### src/rtl/ripe_blkseq.sv
// ---------------------------------------------------------------------------
// ripe_blkseq -- multi-block sequencer for the RIPEMD-160 hash core.
//
// A job is a run of blkcnt consecutive 512-bit message blocks in hash RAM.
// For each block the sequencer:
//   1. pulses core_start for one cycle,
//   2. waits out the core's fixed round schedule (RUNCYC cycles),
//   3. raises comb_req and holds it until the chaining-value combine stage
//      answers with comb_ack.
// After the last block it emits a one-cycle done pulse. A request with
// blkcnt == 0 is rejected: done and err pulse together and the sequencer
// never leaves IDLE.
//
// The sequencer owns the message base pointer. msgbase starts at MSG_BASE
// and advances by BLKWORDS per block, wrapping modulo 2^AW.
//
// Parameters
//   AW        hash RAM address width
//   MSG_BASE  RAM word address of the first message block
//   BLKWORDS  64-bit RAM words per 512-bit block (base pointer step)
//   RUNCYC    core busy cycles per block, counted from the cycle after
//             core_start (must be >= 1)
//
// Ports
//   clk         in   rising-edge clock
//   reset       in   synchronous, active-high reset
//   req         in   job request pulse, sampled only in IDLE
//   blkcnt      in   [7:0] number of blocks, sampled with req
//   abort       in   cancel the job in progress (ignored in IDLE)
//   busy        out  high in every state except IDLE
//   done        out  one-cycle pulse at job end
//   err         out  qualifies done: job rejected because blkcnt was 0
//   core_start  out  one-cycle start pulse to the hash core
//   msgbase     out  [AW-1:0] RAM base address of the current block
//   blkidx      out  [7:0] 0-based index of the current block
//   comb_req    out  request to the chaining-value combine stage
//   comb_ack    in   combine complete, sampled only while comb_req is high
//
// Every output is either a flop or a decode of the state register, so there
// is no combinational path from any input to any output.
// ---------------------------------------------------------------------------
module ripe_blkseq #(
  parameter int unsigned AW       = 10,
  parameter int unsigned MSG_BASE = 32,
  parameter int unsigned BLKWORDS = 8,
  parameter int unsigned RUNCYC   = 453
) (
  input  logic          clk,
  input  logic          reset,
  input  logic          req,
  input  logic [7:0]    blkcnt,
  input  logic          abort,
  output logic          busy,
  output logic          done,
  output logic          err,
  output logic          core_start,
  output logic [AW-1:0] msgbase,
  output logic [7:0]    blkidx,
  output logic          comb_req,
  input  logic          comb_ack
);

  // Round-schedule counter only ever holds RUNCYC-1 down to 0, so
  // ceil(log2(RUNCYC)) bits suffice; RUNCYC == 1 still needs one bit.
  localparam int unsigned CW = (RUNCYC > 1) ? $clog2(RUNCYC) : 1;

  localparam logic [CW-1:0] CNT_LOAD  = CW'(RUNCYC - 1);
  localparam logic [AW-1:0] BASE_INIT = AW'(MSG_BASE);
  localparam logic [AW-1:0] BASE_STEP = AW'(BLKWORDS);

  typedef enum logic [2:0] {
    ST_IDLE,
    ST_START,
    ST_RUN,
    ST_COMB,
    ST_DONE
  } state_e;

  state_e          state_q,   state_d;
  logic [CW-1:0]   cnt_q,     cnt_d;
  logic [7:0]      blkcnt_q,  blkcnt_d;
  logic [7:0]      blkidx_q,  blkidx_d;
  logic [AW-1:0]   msgbase_q, msgbase_d;
  logic            done_q,    done_d;
  logic            err_q,     err_d;

  logic            last_blk;

  // Current block is the final one of the job.
  assign last_blk = (blkidx_q == (blkcnt_q - 8'd1));

  // -------------------------------------------------------------------------
  // Next-state and datapath update
  // -------------------------------------------------------------------------
  always_comb begin
    // NOTE: every variable gets a default before the case statement; a path
    // that leaves one unassigned would infer a latch.
    state_d   = state_q;
    cnt_d     = cnt_q;
    blkcnt_d  = blkcnt_q;
    blkidx_d  = blkidx_q;
    msgbase_d = msgbase_q;
    done_d    = 1'b0;
    err_d     = 1'b0;

    unique case (state_q)
      ST_IDLE: begin
        if (req) begin
          if (blkcnt != 8'd0) begin
            blkcnt_d  = blkcnt;
            blkidx_d  = 8'd0;
            msgbase_d = BASE_INIT;
            state_d   = ST_START;
          end else begin
            // Rejected job: the pulse comes out of IDLE on the next cycle,
            // busy never rises and blkidx/msgbase are left untouched.
            done_d = 1'b1;
            err_d  = 1'b1;
          end
        end
      end

      ST_START: begin
        cnt_d   = CNT_LOAD;
        state_d = ST_RUN;
      end

      ST_RUN: begin
        if (cnt_q == '0) begin
          state_d = ST_COMB;
        end else begin
          cnt_d = cnt_q - 1'b1;
        end
      end

      ST_COMB: begin
        if (comb_ack) begin
          if (last_blk) begin
            // done is registered so it is high exactly while in DONE.
            done_d  = 1'b1;
            state_d = ST_DONE;
          end else begin
            blkidx_d  = blkidx_q + 8'd1;
            msgbase_d = msgbase_q + BASE_STEP;  // wraps modulo 2^AW
            state_d   = ST_START;
          end
        end
      end

      ST_DONE: begin
        state_d = ST_IDLE;
      end

      default: begin
        state_d = ST_IDLE;
      end
    endcase

    // Abort wins over a simultaneous comb_ack or counter expiry: the block
    // pointer does not advance and no done pulse is produced.
    if (abort && (state_q != ST_IDLE)) begin
      state_d   = ST_IDLE;
      blkidx_d  = blkidx_q;
      msgbase_d = msgbase_q;
      done_d    = 1'b0;
      err_d     = 1'b0;
    end
  end

  // -------------------------------------------------------------------------
  // State registers
  // -------------------------------------------------------------------------
  always_ff @(posedge clk) begin
    // NOTE: sequential state uses non-blocking assignments so every flop
    // samples the pre-edge values regardless of statement order.
    if (reset) begin
      state_q   <= ST_IDLE;
      cnt_q     <= '0;
      blkcnt_q  <= 8'd0;
      blkidx_q  <= 8'd0;
      msgbase_q <= BASE_INIT;
      done_q    <= 1'b0;
      err_q     <= 1'b0;
    end else begin
      state_q   <= state_d;
      cnt_q     <= cnt_d;
      blkcnt_q  <= blkcnt_d;
      blkidx_q  <= blkidx_d;
      msgbase_q <= msgbase_d;
      done_q    <= done_d;
      err_q     <= err_d;
    end
  end

  // -------------------------------------------------------------------------
  // Outputs: flops or pure state decodes
  // -------------------------------------------------------------------------
  assign busy       = (state_q != ST_IDLE);
  assign core_start = (state_q == ST_START);
  assign comb_req   = (state_q == ST_COMB);
  assign done       = done_q;
  assign err        = err_q;
  assign msgbase    = msgbase_q;
  assign blkidx     = blkidx_q;

endmodule

### config.mk
export PLATFORM = sky130hd
export DESIGN_NAME = ripe_blkseq
export DESIGN_NICKNAME = d
export VERILOG_FILES = /design/src/rtl/ripe_blkseq.sv
export SDC_FILE = /design/constraint.sdc
export NUM_CORES = 1
export LEC_CHECK = 0
export CORE_MARGIN = 5
export CORE_UTILIZATION = 47
export CTS_CLUSTER_SIZE = 16
export DETAILED_ROUTE_END_ITERATION = 12
export PLACE_DENSITY = 0.8
export SLEW_MARGIN = 20
export SYNTH_ARGS = -nofsm -noshare
export SYNTH_HDL_FRONTEND = slang
export SYNTH_SLANG_ARGS = --single-unit
### constraint.sdc
create_clock -name clk -period 2.7 [get_ports clk]
set_clock_uncertainty 0.1 [all_clocks]
set_input_delay 0.54 -clock clk [delete_from_list [all_inputs] [get_ports clk]]
set_output_delay 0.54 -clock clk [all_outputs]
set_load 0.01 [all_outputs]
After elaboration in Yosys (flattened, before gate mapping)
Index checks and enable logic that the tools add are counted.
- register bits: 40
- word-level logic and storage cells: 59
- add/sub/neg operators: 4
- eq/ne operators: 10
- multiplexer cells: 23
- bitwise logic cells: 2
- reduce and logical (&&, ||, !) cells: 13
- operators with widths (operator ; number):
    10-bit two-way mux ; 4
    8-bit two-way mux ; 4
    10-bit one-hot mux with 2 select lines ; 1
    9-bit one-hot mux with 2 select lines ; 1
    8-bit one-hot mux with 2 select lines ; 1
    3-bit two-way mux ; 5
    3-bit one-hot mux with 4 select lines ; 1
    10-bit by 4-bit adder with 10-bit output, second input constant ; 1
    2-bit inequality test, second input constant ; 5
    9-bit logical NOT ; 1
    9-bit two-way mux ; 1
    9-bit by 1-bit subtractor with 9-bit output, second input constant ; 1
    8-bit by 1-bit adder with 8-bit output, second input constant ; 1
    8-bit equality test ; 1
    8-bit nonzero test ; 1
    8-bit by 1-bit subtractor with 8-bit output, second input constant ; 1
    3-bit by 2-bit equality test with 1-bit output, second input constant ; 2
    6-bit AND reduction ; 1
    1-bit two-way mux ; 4
    4-bit AND reduction ; 1
    2-bit nonzero test ; 2
    3-bit by 1-bit equality test with 1-bit output, second input constant ; 1
    3-bit logical NOT ; 1
    3-bit AND reduction ; 1
    8 further kinds ; 9

Depth between registers and ports, before layout
Gate-level depths: netlist of run 1.
- word-level depth: 5
- depth in mapped cells: 11

Worst setup path before layout of run 1
Ideal clock, no wire load.
- kind: flip-flop to flip-flop
- start point: register blkcnt_q[0]
- end point: register blkidx_q[1], in the netlist blkidx[1]
- setup time: 0.070 ns
- arrival time: 2.410 ns
- required time: 2.530 ns
- setup slack: 0.119 ns
- stages on the path, launching flop included: 12
- path buffers: 2
- clock period less this slack: 2.581 ns
- path through: dfxtp_1 inv_1 ha_1 nor2b_2 xor2_1 or3_4 a2111oi_4 o211a_4 buf_8 buf_8 o21ai_1 a21oi_1
- cells in the longest elaborated chain, start to end: 4
- ends and longest elaborated chain (item ; line ; RTL):
    start, declared ; 81 ; logic [7:0] blkcnt_q, blkcnt_d;
    start signal, assigned ; 187 ; blkcnt_q <= blkcnt_d;
    8-bit by 1-bit subtractor with 8-bit output ; 90 ; assign last_blk = (blkidx_q == (blkcnt_q - 8'd1));
    8-bit equality test ; 90 ;
    2-bit inequality test (no line) ; n/a ;
    6-bit AND reduction (no line) ; n/a ;
    end signal, assigned ; 188 ; blkidx_q <= blkidx_d;
    end, declared ; 82 ; logic [7:0] blkidx_q, blkidx_d;
No other way between the ends.
A chain may end at the register's enable or synchronous reset.

Worst setup path after layout of run 1
- start point: register blkcnt_q[0]
- end point: register msgbase_q[5], in the netlist msgbase[5]
- cells in the longest elaborated chain, start to end: 4
- ends and longest elaborated chain (item ; line ; RTL):
    8-bit by 1-bit subtractor with 8-bit output ; 90 ;
    8-bit equality test ; 90 ;
    2-bit inequality test (no line) ; n/a ;
    6-bit AND reduction (no line) ; n/a ;
    end signal, assigned ; 189 ; msgbase_q <= msgbase_d;
    end, declared ; 83 ; logic [AW-1:0] msgbase_q, msgbase_d;
No other way between the ends.

==> impl_metrics.py, run 1 <==
metrics = {
    "final_layout": {
        "utilization": 0.622,
        "n_antenna_cell": 0,
        "final_nets": 295,
        "drive_above_1_share": 0.0824,
        "synthToLayoutAreaGrowth_pct": 26.1,
    },
    "clocking": {
        "cts_sinks": 37,
        "root_buffer": "clkbuf_8",
        "clkLatencyLatePin_ns": 0.28,
        "cts_tree": "built",
        "cts_buffers": 5,
        "htree_levels": 2,
        "clk_path_buf_depth": 2,
        "postCtsSetupBuffers": 0,
        "path_clk_slew_ns": 0.07,
    },
    "floorplan": {
        "start_util": 0.493,
        "fp.dieW_um": 75.3,
        "core_area_um2": 4060,
        "die_area_um2": 5660,
        "die_h_um": 75.3,
        "num_rows": 23,
        "io_pins": 36,
    },
    "route": {
        "first_pass_iters": 4,
        "ant_nets": 0,
        "viasPerCell": 5.68,
        "drtIter0Drc": 136,
        "drc_errors": 0,
        "routed_wl_um": 4590,
        "vias": 1869,
        "routedWlPerCell_um": 14.0,
    },
    "global_routing": {
        "grt_pass1_wl_um": 7820,
        "grt_pass1_vias": 1693,
        "antenna_found_initial": 0,
        "grt_use_total": 0.180,
        "grt_max_degree": 28,
        "grt.overflow.total": 0,
    },
    "timing": {
        "relSlewSlack": 0.614,
        "finalCritPeriodShare": 0.953,
        "rsz0062_at_grt": "false",
        "maxSlewViolCount": 0,
        "hold_violations": 0,
        "worst_slew_pin_slew_ns": 0.578,
        "period_minus_slack_ns": 2.57,
        "tns_ns": 0,
        "setup_viol": 0,
        "hold_slack_ns": 0.400,
        "max_freq_ghz": 0.389,
    },
    "setup_path": {
        "path_class": "flop to flop",
        "timing.rr.end": "msgbase[5]",
        "r2r_slack_ns": 0.13,
        "crit_family": "compound AO/OA/AOI/OAI gates",
        "start_kind": "flop",
        "crit_chain": "inv_1 > ha_1 > nor2b_4 > xor2_1 > or3_4 > a2111oi_4 > o211a_4 > or3_1 > nand3_1",
        "slowest_delay_ns": 0.42,
        "r2r_cells": 9,
        "endpoint_kind": "flop",
        "worstPathArrival_ns": 2.62,
        "crit_required_ns": 2.75,
        "cp.depth": 9,
        "rr_startpoint": "blkcnt_q[0]",
        "path_max_fanout": 27,
        "critPathBufInv": 1,
        "crit_slowest_cell": "a2111oi_4",
    },
    "power": {
        "p_leak_nw": 0.952,
        "powerDensity_nw_per_um2": 959,
        "worst_ir_drop_vdd_v": 0.000652,
    },
    "yosys": {
        "ys_ff_latch": 37,
        "ys_seq_area_frac": 0.370,
        "netlist_area_um2": 2000,
        "ys_async_sr_fraction": 0,
        "synth_edf_count": 0,
        "avgSynthCellArea_um2": 8.45,
        "synth_warnings": 0,
        "synth_cells": 237,
        "synth_flop_cell": "dfxtp_1",
        "synth_cell_types": 46,
    },
    "placed_design": {
        "dp_hpwl_um": 3460,
        "port_buffers": 32,
        "routabilityCongestion": 0.844,
    },
    "min_path": {
        "hold_path_class": "flop to flop",
        "holdPathStages": 2,
        "min_from": "cnt_q[8]",
        "hold-path-endpoint": "cnt_q[8]",
    },
    "status": {
        "outcome": "finished, final reports clean",
    },
    "run": {
        "maxCapViolations": 0,
    },
}
## area by class of cell
cell class,count,area [um^2]
well taps,50,62.6
clock inverters,1,30.0
repair buffers,41,400
clock buffers,7,86.3
inverters,9,33.8
multi-input cells,184,1170
flip-flops and latches,37,741
fillers,354,1530
## routing by layer
metal | wire [um] | track usage | vias to the layer above
li1 | - | - | 948
met1 | 2040 | 0.227 | 878
met2 | 2310 | 0.303 | 41
met3 | 213 | 0.0494 | 2
met4 | 24 | 0.0466 | 0
met5 | 0 | 0 | -
## stage by stage
stage / total power, W / setup WS [ns] / instances / instance area (um^2)
after detailed placement: 0.00193 / 0.0757 / 321 / 2400
after global placement: 0.00190 / 0.0975 / 321 / 2400
final: 0.00242 / 0.127 / 329 / 2520
after CTS: 0.00242 / 0.0888 / 329 / 2520
after floorplan: 0.00157 / 0.119 / 239 / 2010
after global routing: 0.00262 / 0.00346 / 329 / 2520
## where the power goes
| group | total (W) | switching, W | internal [W] | leakage [nW] |
|---|---|---|---|---|
| Sequential | 0.000807 | 0.000141 | 0.000666 | 0.302 |
| Combinational | 0.00113 | 0.000606 | 0.000523 | 0.592 |
| Clock | 0.000486 | 0.000185 | 0.000301 | 0.0585 |
## kinds of logic (layout without fill, tap and decap cells)
kind of cell / Yosys count / in the layout / share of synthesized area
AOI/OAI and AO/OA: 55 / 55 / 0.190
other: 1 / 3 / 0.00187
DFF: 37 / 37 / 0.370
xor gates and xnor gates: 13 / 13 / 0.0569
and+or+nand+nor: 100 / 100 / 0.260
muxes: 9 / 9 / 0.0450
adders and majority gates: 4 / 4 / 0.0250
buffers and inverters: 18 / 58 / 0.0512
## worst max path at each step
stage                 from    endpoint  slack (ns)
6_report       blkcnt_q[0]  msgbase[5]        0.13
5_1_grt        blkcnt_q[0]   blkidx[5]       0.003
4_1_cts        blkcnt_q[0]   blkidx[5]        0.09
3_5_place_dp     blkcnt[7]   blkidx[4]        0.08
3_3_place_gp     blkcnt[4]   blkidx[3]         0.1
2_1_floorplan  blkcnt_q[0]   blkidx[1]        0.12
## cell usage in the layout, fill, tap and decap left out, drive strengths merged, types with 3 or more instances in the layout
cell type / instances
nand3: 5
a21oi: 21
o21ai: 9
xnor2: 5
or4: 8
nand2b: 3
dfxtp: 37
clkbuf: 7
nor4: 7
nor2: 23
clkdlybuf4s50: 32
xor2: 8
mux2i: 9
inv: 9
nand4: 3
or3: 6
a211oi: 3
nand2: 23
o31ai: 9
nor3: 13
ha: 4
buf: 9
conb: 3
## worst register-to-register path, delay by kind of cell (launching register included)
family / cells / cell delay (ns)
XOR/XNOR: 1 / 0.16
AND/OR/NAND/NOR: 4 / 0.77
buffers and inverters: 1 / 0.05
AO/OA/AOI/OAI: 2 / 0.80
adder cells (fa/ha/maj): 1 / 0.22
flip-flops: 1 / 0.33
## repair_timing
item                                    CTS  global route
hold buffers                              0             0
endpoints found under the setup margin    0            13
gates resized for setup                   0             1
endpoints found under the hold margin     0             0
## cells in the mapped netlist, drive strengths merged (2+ instances only)
cell type  number  area share
dfxtp          37        0.37
nand2          23       0.043
nor2           23       0.043
a21oi          21       0.052
nor3           13       0.032
inv             9       0.017
mux2i           9       0.045
o21ai           9       0.022
o31ai           9       0.034
or4             8       0.030
xor2            8       0.035
nor4            7       0.025
buf             6       0.029
or3             6       0.021
nand3           5       0.012
xnor2           5       0.022
ha              4       0.025
a211oi          3       0.011
clkbuf          3      0.0056
nand2b          3      0.0094
nand4           3      0.0094
a2111oi         2       0.021
a31oi           2      0.0062
and3            2      0.0062
nand3b          2      0.0075
nor2b           2      0.0075
o211a           2       0.014
o211ai          2      0.0075
## flip-flops by register name (all words and copies together) (netlist names)
signal,count
cnt_q,9
done,1
state_q,3
err,1
blkidx,8
msgbase,7
blkcnt_q,8
No activity file was read; power rests on OpenSTA's default activity.
==> inputs of run 2 (changes only) <==
SKIP_LAST_GASP = 1   (was default)
==> results of run 2 <==
Final layout, timing and power as in run 1 (identical DEF).
==> inputs of run 3 (changes only) <==
SKIP_CTS_REPAIR_TIMING = 1   (was default)
==> results of run 3 <==
Final layout, timing and power as in run 1 (identical DEF).
